`config.mk`:
```
export PLATFORM = sky130hd
export DESIGN_NAME = i2c_target_regs_flat
export DESIGN_NICKNAME = d
export VERILOG_FILES = /design/src/rtl/i2c_target_regs_if.sv /design/src/rtl/i2c_target_regs.sv /design/src/flat_wrapper.sv
export SDC_FILE = /design/constraint.sdc
export NUM_CORES = 1
export LEC_CHECK = 0
export CAP_MARGIN = 15
export CORE_ASPECT_RATIO = 1.25
export CORE_UTILIZATION = 30
export DETAILED_ROUTE_END_ITERATION = 12
export GPL_TIMING_DRIVEN = 0
export REMOVE_ABC_BUFFERS = 1
export SYNTH_ARGS = -nofsm -noshare
export SYNTH_HDL_FRONTEND = slang
export SYNTH_SLANG_ARGS = --single-unit
```
`constraint.sdc`:
```
create_clock -name clk -period 6 [get_ports clk]
set_clock_uncertainty 0.05 [all_clocks]
set_input_delay 1.5 -clock clk [delete_from_list [all_inputs] [get_ports clk]]
set_output_delay 1.5 -clock clk [all_outputs]
set_load 0.05 [all_outputs]
```
`src/rtl/i2c_target_regs_if.sv`:
```
// ---------------------------------------------------------------------------
// i2c_target_regs_if
//
// Bundles the I2C pin-level signals shared between the bus environment and
// the register-file target.
//   scl     bus clock as seen at the target pin
//   sda_in  resolved SDA pin value (wired-AND of every open-drain driver)
//   sda_oe  target pull-down enable: 1 = pull SDA low, 0 = release
//
// Handshake note: I2C has no valid/ready pair. A bit is "valid" while SCL is
// high and may only change while SCL is low. The receiver of a byte
// acknowledges by pulling SDA low during the ninth SCL high phase.
//
// Modports:
//   master - drives scl and the resolved sda_in, observes sda_oe
//   slave  - the target: samples scl/sda_in, drives sda_oe
// ---------------------------------------------------------------------------
interface i2c_target_regs_if;
  logic scl;
  logic sda_in;
  logic sda_oe;

  modport master (output scl, output sda_in, input sda_oe);
  modport slave  (input scl, input sda_in, output sda_oe);
endinterface

```
`src/rtl/i2c_target_regs.sv`:
```
// ---------------------------------------------------------------------------
// i2c_target_regs
//
// I2C target with a NUM_REGS x 8 register file. It matches a 7-bit address,
// accepts pointer-then-data writes with auto-increment and serves sequential
// reads from the current pointer. SCL/SDA are oversampled on clk; SCL is never
// driven (no clock stretching).
//
// Ports:
//   clk        system clock (>= 8x SCL)
//   reset      asynchronous, active-low reset
//   bus        i2c_target_regs_if.slave: scl, sda_in in; sda_oe out
//   wr_stb     one-cycle pulse when a bus write updates the register file
//   wr_addr    register index of that write
//   wr_data    byte written
//   loc_addr   local read index
//   loc_data   regs[loc_addr], registered (1 clk latency)
//   busy       high from detected START to detected STOP
//   dbg_state  current FSM state encoding
//   dbg_ptr    current register pointer
// ---------------------------------------------------------------------------
module i2c_target_regs #(
  parameter logic [6:0] SLAVE_ADDR = 7'h70,
  parameter int         NUM_REGS   = 16,
  localparam int        PW         = $clog2(NUM_REGS)
) (
  input  logic                   clk,
  input  logic                   reset,
  i2c_target_regs_if.slave       bus,
  output logic                   wr_stb,
  output logic [PW-1:0]          wr_addr,
  output logic [7:0]             wr_data,
  input  logic [PW-1:0]          loc_addr,
  output logic [7:0]             loc_data,
  output logic                   busy,
  output logic [3:0]             dbg_state,
  output logic [PW-1:0]          dbg_ptr
);

  typedef enum logic [3:0] {
    IDLE      = 4'd0,
    ADDR      = 4'd1,
    ADDR_ACK  = 4'd2,
    PTR       = 4'd3,
    PTR_ACK   = 4'd4,
    WDATA     = 4'd5,
    WDATA_ACK = 4'd6,
    RDATA     = 4'd7,
    RDATA_ACK = 4'd8
  } state_t;

  state_t state, state_nxt;

  // -------------------------------------------------------------------------
  // Pin synchronizers plus one edge-detect register each. They reset to 1 to
  // match an idle bus so that reset release never looks like an edge.
  // -------------------------------------------------------------------------
  logic scl_s1, scl_s2, scl_d;
  logic sda_s1, sda_s2, sda_d;

  always_ff @(posedge clk or negedge reset) begin
    if (!reset) begin
      scl_s1 <= 1'b1;
      scl_s2 <= 1'b1;
      scl_d  <= 1'b1;
      sda_s1 <= 1'b1;
      sda_s2 <= 1'b1;
      sda_d  <= 1'b1;
    end else begin
      scl_s1 <= bus.scl;
      scl_s2 <= scl_s1;
      scl_d  <= scl_s2;
      sda_s1 <= bus.sda_in;
      sda_s2 <= sda_s1;
      sda_d  <= sda_s2;
    end
  end

  logic scl_rise, scl_fall, start_det, stop_det;

  assign scl_rise  =  scl_s2 & ~scl_d;
  assign scl_fall  = ~scl_s2 &  scl_d;
  assign start_det =  scl_s2 & ~sda_s2 &  sda_d;
  assign stop_det  =  scl_s2 &  sda_s2 & ~sda_d;

  // -------------------------------------------------------------------------
  // Datapath registers and their next values
  // -------------------------------------------------------------------------
  logic [7:0]    regs [NUM_REGS];
  logic [7:0]    shift_q,   shift_d;
  logic [3:0]    bit_cnt_q, bit_cnt_d;
  logic          ack_ph_q,  ack_ph_d;   // ACK slot: second half pending
  logic          rw_q,      rw_d;
  logic [PW-1:0] ptr_q,     ptr_d;
  logic          sda_oe_q,  sda_oe_d;
  logic          busy_q,    busy_d;
  logic          wr_en;

  logic [7:0]    shift_in;
  logic [7:0]    rd_byte;
  logic          byte_done;

  assign shift_in  = {shift_q[6:0], sda_s2};
  assign rd_byte   = regs[ptr_q];
  assign byte_done = scl_rise && (bit_cnt_q == 4'd7);

  // -------------------------------------------------------------------------
  // FSM process 1: state register
  // -------------------------------------------------------------------------
  always_ff @(posedge clk or negedge reset) begin
    if (!reset) state <= IDLE;
    else        state <= state_nxt;
  end

  // -------------------------------------------------------------------------
  // FSM process 2: next-state logic. STOP and START win over bit handling in
  // every state, including IDLE after an address mismatch.
  // -------------------------------------------------------------------------
  always_comb begin
    state_nxt = state;
    if (stop_det) begin
      state_nxt = IDLE;
    end else if (start_det) begin
      state_nxt = ADDR;
    end else begin
      case (state)
        IDLE:      state_nxt = IDLE;
        ADDR:      if (byte_done)
                     state_nxt = (shift_q[6:0] == SLAVE_ADDR) ? ADDR_ACK : IDLE;
        ADDR_ACK:  if (scl_fall && ack_ph_q) state_nxt = rw_q ? RDATA : PTR;
        PTR:       if (byte_done) state_nxt = PTR_ACK;
        PTR_ACK:   if (scl_fall && ack_ph_q) state_nxt = WDATA;
        WDATA:     if (byte_done) state_nxt = WDATA_ACK;
        WDATA_ACK: if (scl_fall && ack_ph_q) state_nxt = WDATA;
        RDATA:     if (scl_fall && (bit_cnt_q == 4'd8)) state_nxt = RDATA_ACK;
        RDATA_ACK: begin
          if (scl_rise && sda_s2)        state_nxt = IDLE;   // master NACK
          else if (scl_fall && ack_ph_q) state_nxt = RDATA;
        end
        default:   state_nxt = IDLE;
      endcase
    end
  end

  // -------------------------------------------------------------------------
  // FSM process 3: output / datapath decode. Bits are shifted in on SCL rise;
  // sda_oe only moves on SCL fall so the master never sees SDA change while
  // SCL is high.
  // -------------------------------------------------------------------------
  always_comb begin
    shift_d   = shift_q;
    bit_cnt_d = bit_cnt_q;
    ack_ph_d  = ack_ph_q;
    rw_d      = rw_q;
    ptr_d     = ptr_q;
    sda_oe_d  = sda_oe_q;
    busy_d    = busy_q;
    wr_en     = 1'b0;

    if (stop_det) begin
      sda_oe_d  = 1'b0;
      busy_d    = 1'b0;
      bit_cnt_d = 4'd0;
      ack_ph_d  = 1'b0;
    end else if (start_det) begin
      sda_oe_d  = 1'b0;
      busy_d    = 1'b1;
      bit_cnt_d = 4'd0;
      ack_ph_d  = 1'b0;
    end else begin
      case (state)
        ADDR, PTR, WDATA: begin
          if (scl_rise) begin
            shift_d   = shift_in;
            bit_cnt_d = bit_cnt_q + 4'd1;
            if (bit_cnt_q == 4'd7) begin
              bit_cnt_d = 4'd0;
              ack_ph_d  = 1'b0;
              if (state == ADDR) begin
                rw_d = sda_s2;
              end else if (state == PTR) begin
                ptr_d = shift_in[PW-1:0];
              end else begin
                wr_en = 1'b1;
                ptr_d = ptr_q + 1'b1;
              end
            end
          end
        end

        // First fall after the byte: pull SDA low for ACK. Second fall: end
        // of the ACK clock, either release or put the first read bit out.
        ADDR_ACK, PTR_ACK, WDATA_ACK: begin
          if (scl_fall) begin
            if (!ack_ph_q) begin
              sda_oe_d = 1'b1;
              ack_ph_d = 1'b1;
            end else begin
              ack_ph_d  = 1'b0;
              bit_cnt_d = 4'd0;
              if ((state == ADDR_ACK) && rw_q) begin
                shift_d   = rd_byte;
                sda_oe_d  = ~rd_byte[7];
                bit_cnt_d = 4'd1;
              end else begin
                sda_oe_d = 1'b0;
              end
            end
          end
        end

        // bit_cnt counts bits already placed on SDA; shift_q[7] is on the bus.
        RDATA: begin
          if (scl_fall) begin
            if (bit_cnt_q == 4'd8) begin
              sda_oe_d  = 1'b0;
              ptr_d     = ptr_q + 1'b1;
              bit_cnt_d = 4'd0;
              ack_ph_d  = 1'b0;
            end else begin
              shift_d   = {shift_q[6:0], 1'b0};
              sda_oe_d  = ~shift_q[6];
              bit_cnt_d = bit_cnt_q + 4'd1;
            end
          end
        end

        RDATA_ACK: begin
          if (scl_rise) begin
            if (!sda_s2) ack_ph_d = 1'b1;
          end else if (scl_fall && ack_ph_q) begin
            ack_ph_d  = 1'b0;
            shift_d   = rd_byte;
            sda_oe_d  = ~rd_byte[7];
            bit_cnt_d = 4'd1;
          end
        end

        default: ;
      endcase
    end
  end

  // -------------------------------------------------------------------------
  // Datapath and output registers
  // -------------------------------------------------------------------------
  always_ff @(posedge clk or negedge reset) begin
    if (!reset) begin
      shift_q   <= 8'd0;
      bit_cnt_q <= 4'd0;
      ack_ph_q  <= 1'b0;
      rw_q      <= 1'b0;
      ptr_q     <= '0;
      sda_oe_q  <= 1'b0;
      busy_q    <= 1'b0;
      wr_stb    <= 1'b0;
      wr_addr   <= '0;
      wr_data   <= 8'd0;
    end else begin
      shift_q   <= shift_d;
      bit_cnt_q <= bit_cnt_d;
      ack_ph_q  <= ack_ph_d;
      rw_q      <= rw_d;
      ptr_q     <= ptr_d;
      sda_oe_q  <= sda_oe_d;
      busy_q    <= busy_d;
      wr_stb    <= wr_en;
      if (wr_en) begin
        wr_addr <= ptr_q;
        wr_data <= shift_in;
      end
    end
  end

  // Register file and local read port. The local read samples the array
  // before this cycle's write lands, so a same-cycle read returns old data.
  always_ff @(posedge clk or negedge reset) begin
    if (!reset) begin
      for (int i = 0; i < NUM_REGS; i++) regs[i] <= 8'd0;
      loc_data <= 8'd0;
    end else begin
      if (wr_en) regs[ptr_q] <= shift_in;
      loc_data <= regs[loc_addr];
    end
  end

  assign bus.sda_oe = sda_oe_q;
  assign busy       = busy_q;
  assign dbg_state  = state;
  assign dbg_ptr    = ptr_q;

endmodule
```
`src/flat_wrapper.sv`:
```
// flat-port wrapper written by rule: the top's interface ports become plain ports
module i2c_target_regs_flat 
#(
  parameter logic [6:0] SLAVE_ADDR = 7'h70,
  parameter int         NUM_REGS   = 16,
  localparam int        PW         = $clog2(NUM_REGS)
)
  (clk, reset, wr_stb, wr_addr, wr_data, loc_addr, loc_data, busy, dbg_state, dbg_ptr, bus_scl, bus_sda_in, bus_sda_oe);
  i2c_target_regs_if bus_i ();
  input  logic clk;
  input  logic reset;
  output logic wr_stb;
  output logic [PW-1:0] wr_addr;
  output logic [7:0] wr_data;
  input  logic [PW-1:0] loc_addr;
  output logic [7:0] loc_data;
  output logic busy;
  output logic [3:0] dbg_state;
  output logic [PW-1:0] dbg_ptr;
  input wire logic [$bits(bus_i.scl)-1:0] bus_scl;
  input wire logic [$bits(bus_i.sda_in)-1:0] bus_sda_in;
  output wire logic [$bits(bus_i.sda_oe)-1:0] bus_sda_oe;
  assign bus_i.scl = bus_scl;
  assign bus_i.sda_in = bus_sda_in;
  assign bus_sda_oe = bus_i.sda_oe;
  i2c_target_regs #(.SLAVE_ADDR(SLAVE_ADDR), .NUM_REGS(NUM_REGS)) u_core (.clk(clk), .reset(reset), .bus(bus_i), .wr_stb(wr_stb), .wr_addr(wr_addr), .wr_data(wr_data), .loc_addr(loc_addr), .loc_data(loc_data), .busy(busy), .dbg_state(dbg_state), .dbg_ptr(dbg_ptr));
endmodule
```
==> results.env, run 1 <==
CLOCK_TREE_FROM_TRITONCTS='yes'
PERIOD_NEEDED_PS=3970
DESIGN.FINAL.NETS=697
GRT_MAX_DEGREE=120
DP_HPWL_UM=15000
ASYNC_RESET_FF_FRAC=1.00
TIMING.MAX_SLEW.REL_SLACK=0.359
DESIGN_POWER_TOTAL_mW=3.64
CTSHTREEMAXLEVEL=4
CRIT_START='u_core.dbg_ptr[0]$_DFFE_PN0P_'
AVGSYNTHCELLAREA_UM2=14.5
SYNTH_TOP_FLOP_CELL='dfrtp_1'
FINALHOLDVIOLATIONS=0
HP-START='u_core.sda_s1$_DFF_PN1_'
PERIOD_SHARE=0.662
SETUP_VIOLATIONS=0
SYN-CELL-AREA_UM2=9850
SYNTH_CELLS=678
NUMPORTBUFFERS=38
YS_TYPES=65
WORST-R2R-CELL-COUNT=5
DIE_WIDTH_UM=164
SYNTH_TOP_AREA_FRAC=0.437
CTS.REPORTEDPATHS.CLKPINSLEW_PS=70
NUMCTSBUFFERS=17
POST_CTS.REPAIR.SETUP_BUFFERS=0
ANTENNA_FOUND_INITIAL=0
FMAXACHIEVABLE_MHz=252
WORST-ENDPOINT-REQUIRED_PS=4450
FILLERS=3033
END_KIND='output port'
P_PER_AREA_nW_PER_UM2=325
WORST_HOLD_PATH.NUM_CELLS=0
RUN_STATUS='complete, no violations'
POST-SYNTH-TOP-AREA-CELL='dfrtp_1'
NUMBER_OF_FLOPS_MAPPED_TO_ENABLE_CELLS_BY_YOSYS=0
CELL_TYPE_OF_THE_SLOWEST_STAGE_ON_THE_WORST_TIMING_PATH='dfrtp_4'
DRT_PRE_ANTENNA_ITERS=5
GRT_USAGE=0.154
FINAL_UTIL=0.349
SETUP-TNS-FINAL_PS=0
MAX-CLOCK-PATH-BUFFERS=2
ARRIVAL_PS=2420
LAYOUT.CELLS.MOST_COMMON_LIST='dfrtp_1 (169), mux2_2 (82), mux4_2 (72)'
WIRE_LENGTH_OF_THE_FIRST_GLOBAL_ROUTING_PASS_UM=37900
CTSHOLDBUFFERS=0
DRV.MAX_CAP_VIOLATION_COUNT=0
GLOBAL_ROUTE.OVERFLOW_TOTAL=0
SYNTH-WARNING-COUNT=0
SETUP.WORST_PATH.CLASS='reg2out'
CRITICAL_PATH.CELL_CHAIN='clkdlybuf4s50_1'
ROUTE.FINAL.WIRE_LENGTH_UM=24500
SETUP_REPAIR_AFTER_GLOBAL_ROUTING_MISSED_ITS_MARGIN='no'
GPL.FINAL_WEIGHTED_CONGESTION=0.860
MULTI_INPUT_AREA_UM2=5080
DETAIL_ROUTE.VIAS_PER_CELL=5.34
YOSYSSEQAREASHARE=0.453
NUMBER_OF_DESIGN_RULE_VIOLATIONS_LEFT_AFTER_DETAIL_ROUTING=0
FINAL.HOLD.WORST_SLACK_PS=307
WORSTPATHMAXFANOUT=43
GRT_PASS1_VIAS=6041
INITIAL_UTILIZATION=0.307
CP_TOP_DELAY_FAMILY='flip-flops'
PNR_WORST_SETUP_SLACK_PS=2030
VDD.IR_DROP.WORST_V=0.000186
MAX_SLEW.WORST_PIN.SLEW_PS=961
HOLD_CRIT_CLASS='reg2reg'
CORE-AREA_UM2=32100
WL_PER_CELL_UM=22.1
DETAILEDROUTE.FIRSTITERATIONVIOLATIONS=492
DIE-HEIGHT_UM=205
POSTROUTEANTENNANETS=0
ROOT_BUFFER='clkbuf_16'
CTS_SINKS=178
POST_CTS.RESIZED_INSTANCES=0
CLOCK_INSERTION_DELAY_WORST_SKEW_PS=430
POST_SYNTH_MAIN_AREA_CONTRIBUTORS='dfrtp_1 (44%), mux4_2 (16%), mux2_4 (9.5%), mux2_2 (9.4%), nand2_8 (1.6%)'
IO_PINS=39
DRV_SLEW=0
REG2REG_FROM='u_core.sda_s2$_DFF_PN1_'
WORSTSETUPPATHDEPTH=1
LAYOUT.CELLS.MOST_COMMON='dfrtp_1'
FINAL-SEQ-AREA_UM2=4470
LEAKAGEPOWER_nW=4.98
DIEAREA_UM2=33600
KIND_OF_START_POINT_OF_THE_CRITICAL_PATH='flop'
N_ANTENNA_CELL=0
SYN2LAYOUT_AREA_GROWTH_PCT=13.6
ROUTE.VIAS.TOTAL=5914
DRIVE_GT1_FRAC=0.415
WORST-PATH-BUF-INV=1
CP_SLOWEST_STAGE_DELAY_PS=980
SYNTH.FF_LATCH_COUNT=178
PRE_CTS_SLACK_PS=2340
ROWS=73
## registers in the layout, indices dropped and copies added, names as in the netlist, 4 cells and up
name / flops
u_core.wr_data: 8
u_core.dbg_state: 4
u_core.bit_cnt_q: 4
u_core.shift_q: 7
u_core.wr_addr: 4
u_core.regs: 128
u_core.loc_data: 8
u_core.dbg_ptr: 4
## logic make-up (layout without fill, tap and decap cells)
logic type / count (synthesis) / after routing / synth area share
compound gates: 83 / 83 / 0.0558
xor+xnor: 3 / 3 / 0.00267
buf+inv: 67 / 85 / 0.0315
flops: 178 / 178 / 0.453
simple gates: 107 / 107 / 0.0780
fa+ha+maj: 6 / 6 / 0.00762
mux: 234 / 234 / 0.372
## metal layers
layer / track usage / part of all wire
met5: 0 / 0
met1: 0.205 / 0.44
met4: 0.0493 / 0.022
met2: 0.249 / 0.49
met3: 0.0300 / 0.043
## worst paths after layout
| check | end | slack [ps] |
|---|---|---|
| max reg2reg | u_core.regs[124]$_DFFE_PN0P_ | 2350 |
| min | u_core.sda_s2$_DFF_PN1_ | 310 |
| min in group asynchronous | u_core.wr_data[0]$_DFFE_PN0P_ | 960 |
| max in group asynchronous | u_core.shift_q[2]$_DFFE_PN0P_ | 3960 |
| max | dbg_ptr[0] | 2030 |
| min reg2reg | u_core.sda_s2$_DFF_PN1_ | 310 |
## cell type report
cell class,count,share of cell area
clock inverters,15,0.0163
inverters,9,0.00302
clock buffers,17,0.0380
repair buffers,44,0.0434
multi-input cells,433,0.454
well taps,412,0.0461
flip-flops and latches,178,0.399
## metrics by stage
stage / cell area, um2 / cells
4_1_cts: 11200 / 1108
2_1_floorplan: 9570 / 620
3_3_place_gp: 10500 / 1070
5_1_grt: 11200 / 1108
3_5_place_dp: 10600 / 1076
6_report: 11200 / 1108
## Yosys cell counts (3+ instances only)
master / number
o221ai_1: 6
mux2i_1: 15
mux2_2: 82
nor3_1: 4
nor2_1: 8
mux2_4: 62
buf_1: 4
nand4b_1: 3
nand2b_1: 5
a21oi_1: 29
nand3_1: 11
nand2_8: 8
mux2_1: 3
and2_1: 7
nand2_1: 30
a211oi_1: 3
inv_1: 9
a31oi_1: 5
buf_6: 3
and3b_1: 3
nand3b_1: 3
nand4b_2: 4
buf_2: 17
o21ai_0: 17
o211ai_1: 4
dfrtp_1: 172
ha_1: 6
clkbuf_1: 32
nor2b_1: 5
mux4_2: 72
dfstp_2: 6
## report_power, final
group	internal, mW	switching, mW	total, mW
logic	0.391	0.478	0.869
registers	1.26	0.361	1.62
clock network	0.603	0.550	1.15
No activity file was read; power rests on OpenSTA's default activity.
==> inputs of run 2 (changes only) <==
==> constraint.sdc (replaced) <==
create_clock -name clk -period 4 [get_ports clk]
set_clock_uncertainty 0.05 [all_clocks]
set_input_delay 1 -clock clk [delete_from_list [all_inputs] [get_ports clk]]
set_output_delay 1 -clock clk [all_outputs]
set_load 0.05 [all_outputs]
==> results of run 2 <==
The final DEF is identical to that of run 1. Status: complete, no violations.
Among the figures that moved: setup slack after placement 2340 ps -> 342 ps; setup slack after layout 2030 ps -> 346 ps; start point of the critical path u_core.dbg_ptr[0]$_DFFE_PN0P_ -> u_core.sda_s2$_DFF_PN1_; end point of the critical path dbg_ptr[0] -> u_core.regs[124]$_DFFE_PN0P_; register-to-register setup slack 2350 ps -> 350 ps; total power 3.64 mW -> 5.46 mW; worst IR drop on VDD 0.000186 V -> 0.000280 V
